File: config.mk
export PLATFORM = sky130hd
export DESIGN_NAME = if_fetch_unit
export DESIGN_NICKNAME = d
export VERILOG_FILES = /design/src/rtl/if_fetch_unit.sv
export SDC_FILE = /design/constraint.sdc
export NUM_CORES = 1
export LEC_CHECK = 0
export ABC_AREA = 1
export CORE_MARGIN = 3
export CORE_UTILIZATION = 30
export CTS_CLUSTER_DIAMETER = 80
export CTS_CLUSTER_SIZE = 24
export DETAILED_ROUTE_END_ITERATION = 7
export REMOVE_ABC_BUFFERS = 1
export SYNTH_ARGS = -nofsm -noshare
export SYNTH_HDL_FRONTEND = slang
export SYNTH_SLANG_ARGS = --single-unit
File: constraint.sdc
create_clock -name clk -period 4.3 [get_ports clk]
set_input_delay 0.86 -clock clk [delete_from_list [all_inputs] [get_ports clk]]
set_output_delay 0.86 -clock clk [all_outputs]
set_load 0.03 [all_outputs]
File: src/rtl/if_fetch_unit.sv
//==============================================================================
// Module   : if_fetch_unit
// Function : Instruction fetch front end. Issues sequential fetches into a
//            2-entry {addr, inst} FIFO and presents the head instruction to
//            the IF/ID register. A redirect that arrives while a request is
//            still outstanding waits in DRAIN for that request's ack, then
//            throws the returned word away.
// Revision : 1.0 - initial release
//==============================================================================
`default_nettype none

module if_fetch_unit #(
    parameter logic [31:0] RESET_PC = 32'h0000_0000,
    parameter logic [31:0] NOP_INST = 32'h0000_0013
) (
    input  logic        clk,
    input  logic        rst,
    input  logic        if_flush,
    input  logic        pc_src,
    input  logic [31:0] branch_target,
    output logic        imem_req,
    output logic [31:0] imem_addr,
    input  logic        imem_ack,
    input  logic [31:0] imem_rdata,
    output logic [31:0] inst_addr_out,
    output logic [31:0] inst_out,
    output logic        inst_valid,
    output logic        fetch_busy
);

    typedef enum logic [1:0] {
        S_IDLE  = 2'd0,
        S_REQ   = 2'd1,
        S_DRAIN = 2'd2
    } state_t;

    state_t      r_state;
    logic [31:0] r_pc;
    logic [31:0] r_drain_addr;
    logic [31:0] r_fifo_addr [0:1];
    logic [31:0] r_fifo_inst [0:1];
    logic        r_wptr;
    logic        r_rptr;
    logic [1:0]  r_count;

    logic        w_req;
    logic [31:0] w_addr;
    logic        w_push;
    logic        w_pop;
    logic        w_valid;
    logic [31:0] w_target;

    // Request generation: REQ only asks while there is room; DRAIN keeps the
    // abandoned request alive until memory answers it.
    always_comb begin
        w_req  = 1'b0;
        w_addr = r_pc;
        case (r_state)
            S_REQ:   w_req = (r_count < 2'd2);
            S_DRAIN: begin
                w_req  = 1'b1;
                w_addr = r_drain_addr;
            end
            default: begin
                w_req  = 1'b0;
                w_addr = r_pc;
            end
        endcase
    end

    assign w_target = branch_target & ~32'h0000_0003;
    assign w_push   = (r_state == S_REQ) && w_req && imem_ack && !pc_src;
    assign w_pop    = !if_flush && (r_count != 2'd0) && !pc_src;
    assign w_valid  = (r_count != 2'd0);

    assign imem_req      = w_req;
    assign imem_addr     = w_addr;
    assign inst_valid    = w_valid;
    assign inst_out      = w_valid ? r_fifo_inst[r_rptr] : NOP_INST;
    assign inst_addr_out = w_valid ? r_fifo_addr[r_rptr] : 32'h0000_0000;
    assign fetch_busy    = (r_state == S_DRAIN);

    // Control state: FSM, pc, drain address and FIFO occupancy. A redirect
    // overrides every other event in the same cycle.
    always_ff @(posedge clk or posedge rst) begin
        if (rst) begin
            r_state      <= S_IDLE;
            r_pc         <= RESET_PC;
            r_drain_addr <= 32'h0000_0000;
            r_wptr       <= 1'b0;
            r_rptr       <= 1'b0;
            r_count      <= 2'd0;
        end else if (pc_src) begin
            r_pc    <= w_target;
            r_wptr  <= 1'b0;
            r_rptr  <= 1'b0;
            r_count <= 2'd0;
            case (r_state)
                S_IDLE: r_state <= S_REQ;
                S_REQ: begin
                    if (w_req && !imem_ack) begin
                        r_drain_addr <= w_addr;
                        r_state      <= S_DRAIN;
                    end
                end
                S_DRAIN: begin
                    if (imem_ack) begin
                        r_state <= S_REQ;
                    end
                end
                default: r_state <= S_IDLE;
            endcase
        end else begin
            if (w_push) begin
                r_pc   <= r_pc + 32'd4;
                r_wptr <= ~r_wptr;
            end
            if (w_pop) begin
                r_rptr <= ~r_rptr;
            end
            case ({w_push, w_pop})
                2'b10:   r_count <= r_count + 2'd1;
                2'b01:   r_count <= r_count - 2'd1;
                default: r_count <= r_count;
            endcase
            case (r_state)
                S_IDLE:  r_state <= S_REQ;
                S_REQ:   r_state <= S_REQ;
                S_DRAIN: begin
                    if (imem_ack) begin
                        r_state <= S_REQ;
                    end
                end
                default: r_state <= S_IDLE;
            endcase
        end
    end

    // FIFO storage: pure datapath, only meaningful under r_count.
    always_ff @(posedge clk) begin
        if (w_push) begin
            r_fifo_addr[r_wptr] <= r_pc;
            r_fifo_inst[r_wptr] <= imem_rdata;
        end
    end

endmodule

`default_nettype wire
==> qor.log <==
INFO  outcome        status=complete, no violations
INFO  sta            slew_violations=0
INFO  cells_and_area fillerInstances=2,854
INFO  critical_path  path_buf_inv=3
INFO  power_and_ir_drop power.leakage=4.47nW
INFO  detailed_routing drc_errors=0
INFO  sta            post-route-period-util=88.5%
INFO  critical_path  critPathCaptureType=output pin
INFO  place          placement.cell_area=0.0109mm²
INFO  cells_and_area share_of_cells_above_drive_strength_1=5.19%
INFO  floorplanning  core_area=0.0289mm²
INFO  place          port_buffers=163
INFO  cts            worst_skew_pair.late_latency=420ps
INFO  sta            worst_hold_slack=482ps
INFO  synth          synthesis.instances=970
INFO  cts            hold_buffers=0
INFO  synth          ys_types=32
INFO  cts            post_cts.repair.setup_buffers=0
INFO  floorplanning  die_h=178µm
INFO  synth          synth_seq_area_share=61.4%
INFO  grt            grt_max_degree=63
INFO  cts            cts-resized-gates=0
INFO  cells_and_area final_cell_mix=382 x sky130_fd_sc_hd__nand2_1, 163 x sky130_fd_sc_hd__clkdlybuf4s50_1, 124 x sky130_fd_sc_hd__edfxtp_1
INFO  critical_path  timing.critical_path.required=3440ps
INFO  hold_path      hold_path_depth=2
INFO  floorplanning  ioPinCount=168
INFO  sta            max_clock_freq=263MHz
INFO  critical_path  crit-reg2reg-capture=r_fifo_inst[1][24]
INFO  sta            rsz0062_at_grt=false
INFO  critical_path  crit_chain=inv_1, ha_2, inv_2, o21ai_0, clkdlybuf4s50_1
INFO  sta            finalCriticalPeriod=3800ps
INFO  cells_and_area nNetsFinal=1,198
INFO  place          detailed_place_hpwl=16,600µm
INFO  sta            timing_worst_slew_pin_value=992ps
INFO  detailed_routing postRouteWirelength=23,900µm
INFO  sta            timing.clock.skew=11.6ps
INFO  cts            htreeDepth=4
INFO  synth          post_synth.cell_area_avg=9.10µm²
INFO  cells_and_area finish.instance_area=0.0114mm²
INFO  detailed_routing route.detailed.vias_per_inst=4.58
INFO  detailed_routing drt_iter0_markers=401
INFO  cts            cts_inserted_buffers=17
INFO  floorplanning  fp-row-count=62
INFO  detailed_routing wl_per_cell=15.7µm
INFO  grt            first_global_vias=6,649
INFO  grt            global_route.usage.total=15.2%
INFO  floorplanning  die_w=178µm
INFO  cells_and_area diodes=0
INFO  power_and_ir_drop power.density_cell_area=535mW/mm²
INFO  place          place_congestion=0.903
INFO  cells_and_area layout_commonest_cell=sky130_fd_sc_hd__nand2_1
INFO  critical_path  startpoint_type=flip-flop
INFO  cts            tritoncts=built
INFO  detailed_routing num_vias=6,960
INFO  grt            globalRouteOverflowTotal=0
INFO  synth          yosysWarningCount=0
INFO  critical_path  critical_path.reg2reg.startpoint=r_state[0]
INFO  sta            timing.slew.headroom=33.7%
INFO  synth          synth-seq-cells=192
INFO  hold_path      min-delay-start=r_drain_addr[4]
INFO  critical_path  critical_path.max_fanout=44
INFO  synth          synth_area=0.00883mm²
INFO  cells_and_area area_delta_synth_final=29.6%
INFO  critical_path  ff2ff_setup_slack=870ps
INFO  critical_path  worstPathArrival=2940ps
INFO  critical_path  path_delay_family=buffers and inverters
INFO  cts            cts.reportedPaths.clkPinSlew=70ps
INFO  grt            wire_length_of_the_first_global_routing_pass=37,300µm
INFO  power_and_ir_drop ir_worst_vdd=0.259mV
INFO  hold_path      hold_path_class=flip-flop to flip-flop
INFO  cts            clockRootBuffer=sky130_fd_sc_hd__clkbuf_16
INFO  cts            max-clock-path-buffers=2
INFO  power_and_ir_drop post-layout-total-power=6.12mW
INFO  floorplanning  start_util=30.6%
INFO  detailed_routing drt_first_pass_iters=5
INFO  hold_path      hold_end=r_drain_addr[4]
INFO  detailed_routing antenna_violating_nets_post_route=0
INFO  critical_path  rr_worst_depth=9
INFO  sta            final-setup-viol-count=0
INFO  grt            initial_antenna_violation_count=0
INFO  cts            tritoncts_num_sinks=192
INFO  critical_path  worstSetupPathType=flip-flop to output pin
INFO  floorplanning  die_area=0.0315mm²
INFO  sta            hold_viol=0
INFO  critical_path  slowest_cp_cell=sky130_fd_sc_hd__clkdlybuf4s50_1
INFO  critical_path  slowest_delay=720ps
INFO  run            max_cap_violations=0
[power breakdown]
part / total [mW] / switching [mW] / internal [mW]
Sequential: 2.44 / 0.191 / 2.25
Combinational: 2.13 / 1.39 / 0.739
Clock: 1.55 / 0.696 / 0.857
Total: 6.12 / 2.28 / 3.85
[worst register-to-register path, delay by kind of cell (launching register included)]
family / cells / cell delay, ps
fa+ha+maj: 1 / 700
buf+inv: 4 / 930
flops: 1 / 420
simple gates: 4 / 1010
[flip-flops by register name, indices dropped and copies added, names as in the netlist]
name / cells
r_count: 2
r_rptr: 1
r_wptr: 1
r_fifo_addr: 60
r_pc: 30
r_fifo_inst: 64
r_drain_addr: 32
r_state: 2
[cell usage after synthesis (all sizes together)]
cell,count,area (µm²)
inv,68,255
and2,1,6.26
a22oi,2,15.0
buf,23,148
edfxtp,124,3720
nand4,2,12.5
o21ai,84,420
nand2,382,1430
a31oi,1,6.26
clkinv,1,3.75
a21boi,3,26.3
a21oi,64,320
ha,5,62.6
nand3,38,195
dfrtp,68,1700
o211ai,7,52.6
xor2,9,78.8
o21bai,4,30.0
nor2,59,239
conb,1,3.75
nor3,1,5.00
clkbuf,22,82.6
nor3b,1,7.51
[layer usage]
| metal | share of wire (%) | GRT usage [%] | up-vias |
|---|---|---|---|
| met2 | 46 | 23.4 | 185 |
| met1 | 46 | 21.3 | 3265 |
| met4 | 2.6 | 5.43 | 0 |
| met3 | 5.4 | 3.23 | 30 |
| li1 | - | - | 3480 |
| met5 | 0 | 0 | - |
[layout make-up]
class | count | area [µm²] | share of cell area, %
Tap cell | 384 | 480 | 4.20
Clock inverter | 13 | 139 | 1.21
Inverter | 69 | 259 | 2.26
Timing Repair Buffer | 179 | 1780 | 15.5
Sequential cell | 192 | 5430 | 47.4
Multi-Input combinational cell | 665 | 2930 | 25.6
Clock buffer | 18 | 429 | 3.75
[worst max-delay path by stage]
stage / start / end / depth (start not counted)
2_1_floorplan: r_state[0] / r_fifo_addr[1][10] / 8
3_5_place_dp: r_state[0] / r_fifo_inst[1][1] / 9
5_1_grt: r_state[0] / imem_addr[14] / 5
4_1_cts: r_state[0] / imem_addr[19] / 5
6_report: r_state[0] / imem_addr[12] / 5
3_3_place_gp: r_state[0] / r_fifo_inst[1][25] / 9
[through the flow]
| step | TNS, ps | std cells | util (%) | setup WS (ps) |
|---|---|---|---|---|
| floorplan | -89170 | 926 | - | -1440 |
| global placement | 0 | 1489 | 37.7 | 908 |
| CTS | 0 | 1520 | 39.6 | 429 |
| detailed placement | 0 | 1489 | 37.7 | 830 |
| finish | 0 | 1520 | 39.6 | 495 |
| global route | 0 | 1520 | 39.6 | 242 |
[cell families after synthesis]
group                    after synthesis  share of synthesized area, %
AO/OA/AOI/OAI                        165                          9.86
buffers and inverters                114                          5.54
adder cells (fa/ha/maj)                5                         0.709
XOR/XNOR                               9                         0.893
AND/OR/NAND/NOR                      484                          21.5
other                                  1                        0.0425
flip-flops                           192                          61.4
Note: power is estimated with default switching activity, not from simulation.
